File: config.mk
export PLATFORM = sky130hd
export DESIGN_NAME = xor_fault_monitor
export DESIGN_NICKNAME = d
export VERILOG_FILES = /design/src/rtl/xor_fault_monitor.sv
export SDC_FILE = /design/constraint.sdc
export NUM_CORES = 1
export LEC_CHECK = 0
export ABC_AREA = 1
export CORE_ASPECT_RATIO = 2
export CORE_MARGIN = 2
export CORE_UTILIZATION = 25
export CTS_CLUSTER_DIAMETER = 150
export DETAILED_ROUTE_END_ITERATION = 10
export GPL_TIMING_DRIVEN = 0
export HOLD_SLACK_MARGIN = 0.15
export PLACE_DENSITY = 0.41
export SLEW_MARGIN = 20
export SYNTH_ARGS = -nofsm -noshare
export SYNTH_HDL_FRONTEND = slang
export SYNTH_SLANG_ARGS = --single-unit
File: constraint.sdc
create_clock -name sysclk -period 4.1 [get_ports sysclk]
set_input_delay 0.615 -clock sysclk [delete_from_list [all_inputs] [get_ports sysclk]]
set_output_delay 0.615 -clock sysclk [all_outputs]
set_load 0.02 [all_outputs]
File: src/rtl/xor_fault_monitor.sv
// Compares a target XOR gate against a reference and counts qualified fault events.
// Comparison only runs after the stimulus has been quiet for SETTLE_CYCLES cycles.
module xor_fault_monitor #(
    parameter int unsigned SETTLE_CYCLES = 16,
    parameter int unsigned GLITCH_MIN    = 1,
    parameter int unsigned CNT_W         = 16
) (
    input  logic             sysclk,
    input  logic             rst_n,
    input  logic [4:0]       a,
    input  logic             osc_en,
    input  logic             q_in,
    input  logic             arm,
    input  logic             stop,
    input  logic             clear,
    input  logic             rpt_ready,
    output logic             rpt_valid,
    output logic [4:0]       rpt_a,
    output logic             rpt_q,
    output logic             fault_pulse,
    output logic             fault_flag,
    output logic [CNT_W-1:0] fault_count,
    output logic             overflow,
    output logic [1:0]       state
);

    localparam int unsigned SET_W = 8;
    localparam int unsigned RUN_W = 4;
    localparam logic [SET_W-1:0] SETTLE_LD = SET_W'(SETTLE_CYCLES);
    localparam logic [RUN_W-1:0] RUN_MAX   = RUN_W'(GLITCH_MIN);

    typedef enum logic [1:0] {
        IDLE    = 2'd0,
        SETTLE  = 2'd1,
        MONITOR = 2'd2
    } state_t;

    state_t           st;
    logic [1:0]       rst_sync;
    logic             rst_int_n;
    logic             q_meta;
    logic             q_sync;
    logic [4:0]       a_d1;
    logic [4:0]       a_d2;
    logic [SET_W-1:0] settle_cnt;
    logic [RUN_W-1:0] run_cnt;
    logic             disturb_c;
    logic             mismatch_c;
    logic             event_c;
    logic             fire_c;

    // Assert asynchronously, release on a clock edge.
    always_ff @(posedge sysclk or negedge rst_n) begin
        if (!rst_n) begin
            rst_sync <= '0;
        end else begin
            rst_sync <= {rst_sync[0], 1'b1};
        end
    end

    assign rst_int_n  = rst_sync[1];
    assign state      = st;
    assign disturb_c  = (a != a_d1) || osc_en;
    assign mismatch_c = q_sync != (^a_d2);
    // A run qualifies on the cycle its length reaches GLITCH_MIN.
    assign event_c    = (st == MONITOR) && !disturb_c && !stop && mismatch_c
                        && (run_cnt == (RUN_MAX - RUN_W'(1)));
    assign fire_c     = event_c && !clear;

    always_ff @(posedge sysclk or negedge rst_int_n) begin
        if (!rst_int_n) begin
            st          <= IDLE;
            q_meta      <= 1'b0;
            q_sync      <= 1'b0;
            a_d1        <= '0;
            a_d2        <= '0;
            settle_cnt  <= '0;
            run_cnt     <= '0;
            fault_pulse <= 1'b0;
            fault_flag  <= 1'b0;
            fault_count <= '0;
            overflow    <= 1'b0;
            rpt_valid   <= 1'b0;
            rpt_a       <= '0;
            rpt_q       <= 1'b0;
        end else begin
            q_meta      <= q_in;
            q_sync      <= q_meta;
            a_d1        <= a;
            a_d2        <= a_d1;
            fault_pulse <= fire_c;

            if (stop) begin
                st      <= IDLE;
                run_cnt <= '0;
            end else begin
                case (st)
                    IDLE: begin
                        run_cnt <= '0;
                        if (arm) begin
                            st         <= SETTLE;
                            settle_cnt <= SETTLE_LD;
                        end
                    end
                    SETTLE: begin
                        run_cnt <= '0;
                        if (disturb_c) begin
                            settle_cnt <= SETTLE_LD;
                        end else if (settle_cnt <= SET_W'(1)) begin
                            st         <= MONITOR;
                            settle_cnt <= '0;
                        end else begin
                            settle_cnt <= settle_cnt - SET_W'(1);
                        end
                    end
                    MONITOR: begin
                        if (disturb_c) begin
                            st         <= SETTLE;
                            settle_cnt <= SETTLE_LD;
                            run_cnt    <= '0;
                        end else if (!mismatch_c) begin
                            run_cnt <= '0;
                        end else if (run_cnt != RUN_MAX) begin
                            run_cnt <= run_cnt + RUN_W'(1);
                        end
                    end
                    default: begin
                        st      <= IDLE;
                        run_cnt <= '0;
                    end
                endcase
            end

            // Sticky statistics; clear discards a coincident event.
            if (clear) begin
                fault_count <= '0;
                fault_flag  <= 1'b0;
                overflow    <= 1'b0;
            end else if (fire_c) begin
                fault_flag <= 1'b1;
                if (fault_count != '1) begin
                    fault_count <= fault_count + CNT_W'(1);
                end
                if (rpt_valid && !rpt_ready) begin
                    overflow <= 1'b1;
                end
            end

            // Record channel: a new record may replace one being accepted this edge.
            if (fire_c && (!rpt_valid || rpt_ready)) begin
                rpt_valid <= 1'b1;
                rpt_a     <= a_d2;
                rpt_q     <= q_sync;
            end else if (rpt_valid && rpt_ready) begin
                rpt_valid <= 1'b0;
            end
        end
    end

endmodule
; Yosys cells after proc, flatten, opt, wreduce, memory -nomap -nowiden
; Index checks and enable logic that the tools add are counted.
[totals]
input_bits = 13
out_inout_bits = 28
register_bits = 54
elab_cells = 86
[op_classes]
eq_ne = 13
mux = 26
n_reduce_logical = 27
addsub = 3
n_lt_le_gt_ge = 1
bitwise_logic = 1
[ops]
columns = operator, n
row1 = $mux W16, 3
row2 = $mux W8, 4
row3 = $pmux W8 S3, 1
row4 = $mux W4, 5
row5 = $add A16 B1 Y16 const B, 1
row6 = $ne A16 B16 Y1 const B, 1
row7 = $ne A3 B3 Y1 const B, 4
row8 = $mux W2, 5
row9 = $le A8 B1 Y1 const B, 1
row10 = $logic_and A1 B1 Y1, 8
row11 = $reduce_and A4 Y1, 2
row12 = $reduce_bool A2 Y1, 4
row13 = $sub A8 B1 Y8 const B, 1
row14 = $mux W1, 7
row15 = $pmux W2 S3, 1
row16 = $logic_not A1 Y1, 5
row17 = $ne A5 B4 Y1 const B, 1
row18 = $ne A5 B5 Y1, 1
row19 = $reduce_xor A5 Y1, 1
row20 = $add A4 B1 Y4 const B, 1
row21 = $logic_not A4 Y1, 1
row22 = $ne A2 B2 Y1 const B, 2
row23 = $ne A4 B1 Y1 const B, 1
row24 = $reduce_and A2 Y1, 2
row25 = other kinds (7), 8

; Logic depth before layout (Yosys ltp)
; Gate-level depths: netlist (run 1).
[depth]
word_depth = 10
mapped_depth = 12
mapped_depth_nobuf = 11

; Worst setup path before layout (run 1)
; No wires, ideal clock.
[synth_path]
path_kind = reg-to-reg
start = register fault_count[0]
end = register fault_count[8]
n_path_buf = 1
setup_ns = 0.117
arrival_time_ns = 1.644
slack_ns = 2.339
stages_incl_launch_ff = 10
required_ns = 3.983
period_less_slack_ns = 1.761
path_cell_list = dfrtp_1 ha_1 nand3_2 nor2_4 nand3_4 nor2_4 nand4_2 buf_2 nand3_1 nand2_1
[synth_via]
elab_chain_len = 4
elab_cells_between_ends = 7
cone_classes = add/sub (1) / eq/ne (1) / mux (3) / reduce/logical (2)
[synth_rtl]
columns = element, line
row1 = "start, declared", 22  ; output logic [CNT_W-1:0] fault_count,
row2 = "start signal, assigned", 142  ; fault_count <= fault_count + CNT_W'(1);
row3 = $add A16 B1 Y16, 142
row4 = $mux W16, 141  ; if (fault_count != '1) begin
row5 = $mux W16, 139  ; end else if (fire_c) begin
row6 = $mux W16, 135  ; if (clear) begin
; Several ways; a longest one is shown, not always the timed one. The select of a mux whose other input is x is not followed.
; A chain may end at the register's enable or synchronous reset.

; Worst setup path in the final report (run 1)
[layout_path]
start = input port a[1]
end = register fault_count[14]
[layout_via]
elab_chain_len = 10
[layout_rtl]
columns = element, line
row1 = "start, declared", 10  ; input logic [4:0] a,
row2 = $ne A5 B5 Y1, 63  ; assign disturb_c = (a != a_d1) || osc_en;
row3 = $logic_or A1 B1 Y1, 63
row4 = $logic_not A1 Y1, 66  ; assign event_c = (st == MONITOR) && !disturb_c && !stop && mismatch_c
row5 = $logic_and A1 B1 Y1 (3 in series), 66
row6 = $logic_and A1 B1 Y1, 67  ; && (run_cnt == (RUN_MAX - RUN_W'(1)));
row7 = $logic_and A1 B1 Y1, 68  ; assign fire_c = event_c && !clear;
row8 = $reduce_bool A2 Y1 (no source line), -
row9 = $reduce_and A2 Y1 (no source line), -
; Every way passes these cells.

==> results.md, run 1 <==
- Max Clk Rate: roughly 430 MHz
- Sequential power share: 0.481
- Critical path type: input port to register
- Compound-Gate Fraction of Synth Area: 0.0324
- Worst Tran Pin Value: 0.547 ns
- YS warnings: 0
- R2r endpoint: fault_count[13]
- PostCTS Resize Cnt: 0
- Clk sinks: 54
- Die Ht: 158 um
- Multi-input gate area in the final layout: around 1400 um2
- Worst r2r path cells: 9
- Post-synthesis mux area share: 0.00336
- Clk network pwr share: 0.373
- Sequential Area: 1360 um2
- Pwr dens: 318 nW/um2
- Ports: 41
- Launch point of the worst reg-to-reg path: fault_count[0]
- Setup TNS Final: 0 ns
- Slowest stage cell, crit path: clkdlybuf4s50_1
- Detail Route Antenna Nets: 0
- # DRC: 0
- Final worst path period share: 0.566
- Largest family of logic cells by synthesized area: simple AND/OR/NAND/NOR gates
- Number of I/O port buffers: 40
- Worst R2R Setup Slack: between 2 and 2.5 ns
- CTS clk-pin slew, worst paths: about 0.080 ns
- Clock Tree Buf Depth: 2
- Largest net degree at the start of global routing: 44
- Final Setup Violations: 0
- DP Worst Slack: 1.39 ns
- H-tree depth: 2
- Worst Skew: around 0.0090 ns
- GP Congestion: 0.837
- Adder-cell area share of the yosys netlist: 0.0252
- Status: complete, no violations
- Fin nets: 444
- CP required: between 4 and 5 ns
- Starting Density: 0.254
- Die W: 81.1 um
- Setup Fix Bufs, Post-CTS: 0
- Synth top area share: 0.454
- Synth top area cells: dfrtp_1, nand2_1, nand3_1
- Count of buffer and inverter cells on the critical path: 3
- Wire length per cell: 14.0 um
- Overall Global Routing Usage: 0.135
- Setup ws final: 1.78 ns
- WP data arrival: roughly 2.5 ns
- Int Power: approximately 0.84 mW
- Hold Path Class: register to asynchronous set/reset pin
- Rows: 56
- Vias in the first global route: ~2600
- Power share of the combinational group: 0.146
- Worst skew pair latency: about 0.30 ns
- CTS Buf Count: 5
- Gr ovfl total: 0
- Final Power: between 1 and 1.5 mW
- Post-synth EDFFs: 0
- Critical path's largest stage delay: ~0.52 ns
- CP Max Fanout: 10
- Synth Flop Type: dfrtp_1
- Seq cells post-synth: 54
- Shortest period the worst path allows: 2.32 ns
- Worst rel slew slack: 0.635
- Die area: ~13000 um2
- Pleak: about 1.8 nW
- Pre-antenna DRT Iters: 5
- Sequential share of the synthesized area: 0.454
- DR vias/cell: around 4.6
- Hold_ws: approximately 0.16 ns
- Clock root cell: clkbuf_16
- Leading area contributor after synthesis: dfrtp_1
- Post-synth ARST share: 1.00
- Layout Cells excl Fill: 571
- # Max-Cap Violations: 0
- Sw frac: 0.289
- Post-synthesis simple-gate area fraction: 0.378
- Unique masters post-synth: 34
- First-pass GRT wire length: around 13000 um
- Dpl cells: approximately 560
- Post-DP HPWL: 6160 um
- Syn Inst Count: 377
- Max Slew Vio Count: 0
- TritonCTS clock tree: yes
- Core area: 11700 um2
- Area grow syn2layout: 25.7%
- Vias: 2615
- Setup repair after global routing missed its margin: no
- Crit end category: register
- Cell breakdown of the critical path: clkdlybuf4s50_1 > inv_1 > nand2_1 > nand2_1 > nor2_1 > nand4_2 > nor2_4 > nand3_2 > buf_6 > nand3_1 > nand2_1
- CP Launch Type: input port
- CP most frequent cell: nand2_1
- Drt total wl: around 8000 um
- Maximum VDD drop: roughly 160 uV
- Reported net switching power: about 0.34 mW
- Share of layout cells above drive strength 1: 0.0822
- Fillers: approximately 1200
- Post-Synth XOR/XNOR Area: 0.0383
- Cell Area, Synth: around 3000 um2
- Mapped Nets: just under 400
- Initial antenna violation count: 0
- Drt first-iter violations: 132
- Final hold vios: 0
- Crit-path leading delay family: simple AND/OR/NAND/NOR gates
- Diodes inserted: 0
- Hold buffers post-CTS: 0
- Mean Syn Cell Area: roughly 7.9 um2
==> layer usage <==
| metal | up-vias | routed length (um) | track usage |
|---|---|---|---|
| li1 | 1314 | - | - |
| met1 | 1232 | 2960 | 0.126 |
| met2 | 55 | 4610 | 0.273 |
| met3 | 14 | 214 | 0.0204 |
| met4 | 0 | 208 | 0.0597 |
| met5 | - | 0 | 0 |
==> worst max path at each step <==
stage                              start  cells after the start              end  slack (ns)
after detailed placement            a[1]                     12  fault_count[13]        1.39
after global routing                a[1]                     12  fault_count[13]        1.58
after global placement              a[1]                     12  fault_count[11]        1.42
final                               a[1]                     11  fault_count[14]        1.78
after floorplan           fault_count[0]                      9   fault_count[8]        2.34
after CTS                           a[1]                     12  fault_count[13]        1.70
==> cells in the mapped netlist, types with 2 or more instances <==
cell type,number
nand2_1,101
dfrtp_1,54
nor2_1,48
nand3_1,41
inv_1,39
nand4_1,18
o21ai_0,10
xor2_1,10
nor3_1,8
nand3_2,7
ha_1,6
nor2_4,3
xnor2_1,3
buf_2,2
buf_4,2
clkbuf_1,2
nand4_2,2
nor2_2,2
nor3_2,2
nor3b_1,2
o21ai_1,2
==> metrics by stage <==
stage	utilization	instance area [um2]
detailed placement	0.307	3590
finish	0.320	3740
floorplan	-	2980
global route	0.320	3740
global placement	0.304	3560
CTS	0.320	3740
==> power groups by stage <==
stage	registers, mW	clock network, mW	logic [mW]
after floorplan	0.592	0	0.0979
after global placement	0.592	0	0.165
after detailed placement	0.583	0	0.177
after CTS	0.572	0.463	0.178
after global routing	0.577	0.484	0.200
final	0.572	0.443	0.174
==> flip-flops by register name (all words and copies together) (netlist names) <==
register and count:
fault_flag 1, rpt_q 1, q_meta 1, rst_sync 2
run_cnt 4, a_d1 5, rpt_valid 1, overflow 1
fault_pulse 1, fault_count 16, settle_cnt 8, q_sync 1
rpt_a 5, a_d2 5, state 2
==> kinds of logic (layout without fill, tap and decap cells) <==
family          Yosys count  count (layout)
fa+ha+maj                 6               6
flops                    54              54
other cells               1               1
simple gates            237             237
xor+xnor                 13              13
mux                       1               1
compound gates           17              17
buf+inv                  48              97
==> layout make-up <==
| type | count | area share |
|---|---|---|
| Sequential cell | 54 | 0.362 |
| Inverter | 40 | 0.0402 |
| Buffer | 8 | 0.0137 |
| Multi-Input combinational cell | 275 | 0.381 |
| Clock buffer | 5 | 0.0335 |
| Tap cell | 145 | 0.0485 |
| Clock inverter | 3 | 0.00669 |
| Timing Repair Buffer | 41 | 0.114 |
==> placed cells by master, fill, tap and decap left out, types with 2 or more instances in the layout <==
cell / count
dfrtp_1: 53
xor2_1: 10
nand4_2: 2
nand3_1: 41
nand3_2: 7
buf_2: 2
nor2_2: 2
inv_1: 39
o21ai_0: 10
clkdlybuf4s50_1: 40
nor3b_1: 2
nor3_1: 8
nor2_4: 3
xnor2_1: 3
clkbuf_16: 5
ha_1: 6
nor2_1: 48
nand4_1: 18
clkbuf_1: 2
nand2_1: 101
buf_4: 2
nor3_2: 2
o21ai_1: 2
Note: power is estimated with default switching activity, not from simulation.
==> run 2: changes to the inputs <==
==> constraint.sdc (replaced) <==
create_clock -name sysclk -period 2.35 [get_ports sysclk]
set_input_delay 0.3525 -clock sysclk [delete_from_list [all_inputs] [get_ports sysclk]]
set_output_delay 0.3525 -clock sysclk [all_outputs]
set_load 0.02 [all_outputs]
==> results of run 2 <==
The final DEF is identical to that of run 1. Status: complete, no violations.
Among the figures that moved: setup slack after placement 1.39 ns -> -0.0968 ns; setup slack after layout 1.78 ns -> 0.294 ns; register-to-register setup slack 2.14 ns -> 0.39 ns; total power 1.19 mW -> 2.07 mW; worst IR drop on VDD 161 uV -> 280 uV
==> run 3: changes to the inputs <==
--- a/config.mk
+++ b/config.mk
@@ -11,8 +11,6 @@
 export CORE_UTILIZATION = 25
 export CTS_CLUSTER_DIAMETER = 150
 export DETAILED_ROUTE_END_ITERATION = 10
-export GPL_TIMING_DRIVEN = 0
-export HOLD_SLACK_MARGIN = 0.15
 export PLACE_DENSITY = 0.41
 export SLEW_MARGIN = 20
 export SYNTH_ARGS = -nofsm -noshare
==> run 3 against run 2 <==
Effect of this change:
- total power is 4.7% higher
- combinational power increased by 5%
- wire length fell by 2.8%
- largest power group unchanged
- die area stayed put
- largest cell class unchanged
- core utilization increased by 0.47 points
- via count decreased by 0.23%
- critical endpoint is now fault_count[5]
- sequential share of layout area fell by 0.59 points
- critical path depth fell by 3
- sequential cell count unchanged
- fmax grew 0.98%
- non-clock buffer count is 2 higher
==> results.md, run 3 (same netlist as run 1, synthesis figures left out) <==
- Status: complete, no violations
- Share of layout cells above drive strength 1: 0.0888 (+0.00663)
- Hold buffers post-CTS: 0 (unchanged)
- Uppermost layer routed: met4
- Diodes inserted: 0 (unchanged)
- Final Setup Violations: 0 (unchanged)
- WP data arrival: ~2.2 ns
- Shortest period the worst path allows: 2.04 ns
- Worst Skew: 0.00748 ns (-0.00157 ns)
- M1 WL: 3030 um (+2.4%)
- Worst r2r path cells: 8 (-1)
- Max Slew Vio Count: 0 (unchanged)
- Critical path type: register to register
- Fin nets: 446 (+0.45%)
- H-tree depth: 2 (unchanged)
- Area grow syn2layout: 27.5%
- Reported net switching power: about 0.58 mW
- Max FFs per register: 16 (unchanged)
- Core area: 11700 um2 (unchanged)
- Cell breakdown of the critical path: ha_1 > nand3_2 > nor2_4 > nand3_4 > nor2_4 > nand4_2 > nand4_1 > nand2_1
- TritonCTS clock tree: yes
- GP Congestion: 0.790 (-5.6%)
- Sequential power share: 0.462 (-0.019)
- Setup repair after global routing missed its margin: no
- DP Worst Slack: approximately 0.21 ns
- Starting Density: 0.254 (unchanged)
- # Max-Cap Violations: 0 (unchanged)
- CTS clk-pin slew, worst paths: 0.07 ns (about the same)
- Worst R2R Setup Slack: 0.31 ns
- Setup Fix Bufs, Post-CTS: 0 (unchanged)
- Int Power: 1.59 mW
- Largest net degree at the start of global routing: 28 (-36%)
- # DRC: 0 (unchanged)
- Setup TNS Final: 0 ns (unchanged)
- Drt first-iter violations: 121 (-8.3%)
- Die Ht: 158 um (unchanged)
- CP Launch Type: register
- Gr ovfl total: 0 (unchanged)
- Ports: 41 (unchanged)
- Final worst path period share: 0.866
- Most frequent cells in the layout: nand2_1, dfrtp_1, nor2_1
- Crit end category: register
- Layout Cells excl Fill: 573 (+0.35%)
- Met3 routed WL: 149 um (-30%)
- Dpl cells: 565 (+0.36%)
- Worst rel slew slack: 0.565 (-0.0698)
- DR vias/cell: 4.55 (-0.58%)
- Launch point of the worst reg-to-reg path: fault_count[0]
- Worst Setup SP: fault_count[0]
- Top Registers: fault_count x16, settle_cnt x8
- Overall Global Routing Usage: 0.134 (-0.000956)
- Slowest stage cell, crit path: dfrtp_1
- CTS Buf Count: 5 (unchanged)
- Final hold vios: 0 (unchanged)
- CP Max Fanout: 16 (+6)
- R2r endpoint: fault_count[5]
- Clk network pwr share: 0.391 (+0.018)
- Worst skew pair latency: 0.30 ns (about the same)
- Initial antenna violation count: 0 (unchanged)
- Vias: 2609 (-0.23%)
- Power share of the combinational group: 0.146 (about the same)
- Met2 Wirelength: 4410 um (-4.4%)
- Worst Tran Pin Value: 0.652 ns (+0.105 ns)
- Critical path's largest stage delay: 0.43 ns (-0.09 ns)
- Pre-antenna DRT Iters: 4 (-1)
- Post-DP HPWL: 5960 um (-3.3%)
- Vias in the first global route: 2678 (+1.2%)
- Clk sinks: 54 (unchanged)
- Hold Path Class: input port to asynchronous set/reset pin
- CP most frequent cell: nor2_4
- Wire length per cell: 13.6 um (-3.1%)
- Rows: 56 (unchanged)
- Setup ws final: approximately 0.31 ns
- Clock Tree Buf Depth: 2 (unchanged)
- Fillers: 1240 (+0.81%)
- PostCTS Resize Cnt: 0 (unchanged)
- Die W: 81.1 um (unchanged)
- First-pass GRT wire length: 13200 um (+1.5%)
- Sw frac: 0.267
- Pleak: 1.81 nW (+1.9%)
- Pwr dens: approximately 570 nW/um2
- Clock root cell: clkbuf_16
- Detail Route Antenna Nets: 0 (unchanged)
- Drt total wl: 7780 um (-2.8%)
- Maximum VDD drop: roughly 340 uV
- CP required: ~2.5 ns
- Most common cell after layout, fill and taps aside: nand2_1
- Die area: 12800 um2 (unchanged)
- Number of I/O port buffers: 40 (unchanged)
- Max Clk Rate: 491 MHz
- Biggest register: fault_count
[run 3: changes by cell type in the layout (fill, tap and decap cells not counted), sizes merged]
cell and change:
inv -1, buf +5, clkbuf -2, clkinv -1, bufinv +1
[run 3: layer usage]
layer,GRT usage,vias to the layer above
met2,0.261,36
met3,0.0159,11
met4,0.0484,0
met1,0.142,1245
met5,0,-
li1,-,1317
[run 3: worst max path at each step]
stage                 endpoint  slack (ns)
4_1_cts         fault_count[5]        0.28
6_report        fault_count[5]        0.31
2_1_floorplan   fault_count[8]        0.59
3_3_place_gp          rpt_a[2]        0.20
3_5_place_dp   fault_count[12]        0.21
5_1_grt         fault_count[5]        0.11
[run 3: area by class of cell]
cell class	instances	area, um2	share of cell area
clock buffers	6	129	0.0340
clock inverters	2	37.5	0.00989
repair buffers	51	520	0.137
flip-flops and latches	54	1350	0.357
multi-input cells	275	1420	0.375
well taps	145	181	0.0478
inverters	40	150	0.0396
[run 3: per-stage QoR]
step                       util  area [um2]  power [mW]  hold WS [ns]
after detailed placement  0.310        3630        1.35         0.330
after global placement    0.310        3630        1.35         0.329
after CTS                 0.324        3790        2.22         0.208
after floorplan               -        2980        1.20        0.0569
final                     0.324        3790        2.17         0.211
after global routing      0.324        3790        2.29         0.217
[run 3: power groups by stage]
stage / Combinational (mW) / Sequential (mW) / Clock [mW]
finish: 0.318 / 1.00 / 0.849
global route: 0.361 / 1.01 / 0.913
CTS: 0.324 / 1.01 / 0.886
detailed placement: 0.322 / 1.02 / 0
global placement: 0.322 / 1.02 / 0
floorplan: 0.171 / 1.03 / 0
[run 3: critical path: cells and delay by family (launching register included)]
kind                       cells  cell delay, ns
adders and majority gates      1            0.23
DFF                            1            0.43
and+or+nand+nor                7            1.25
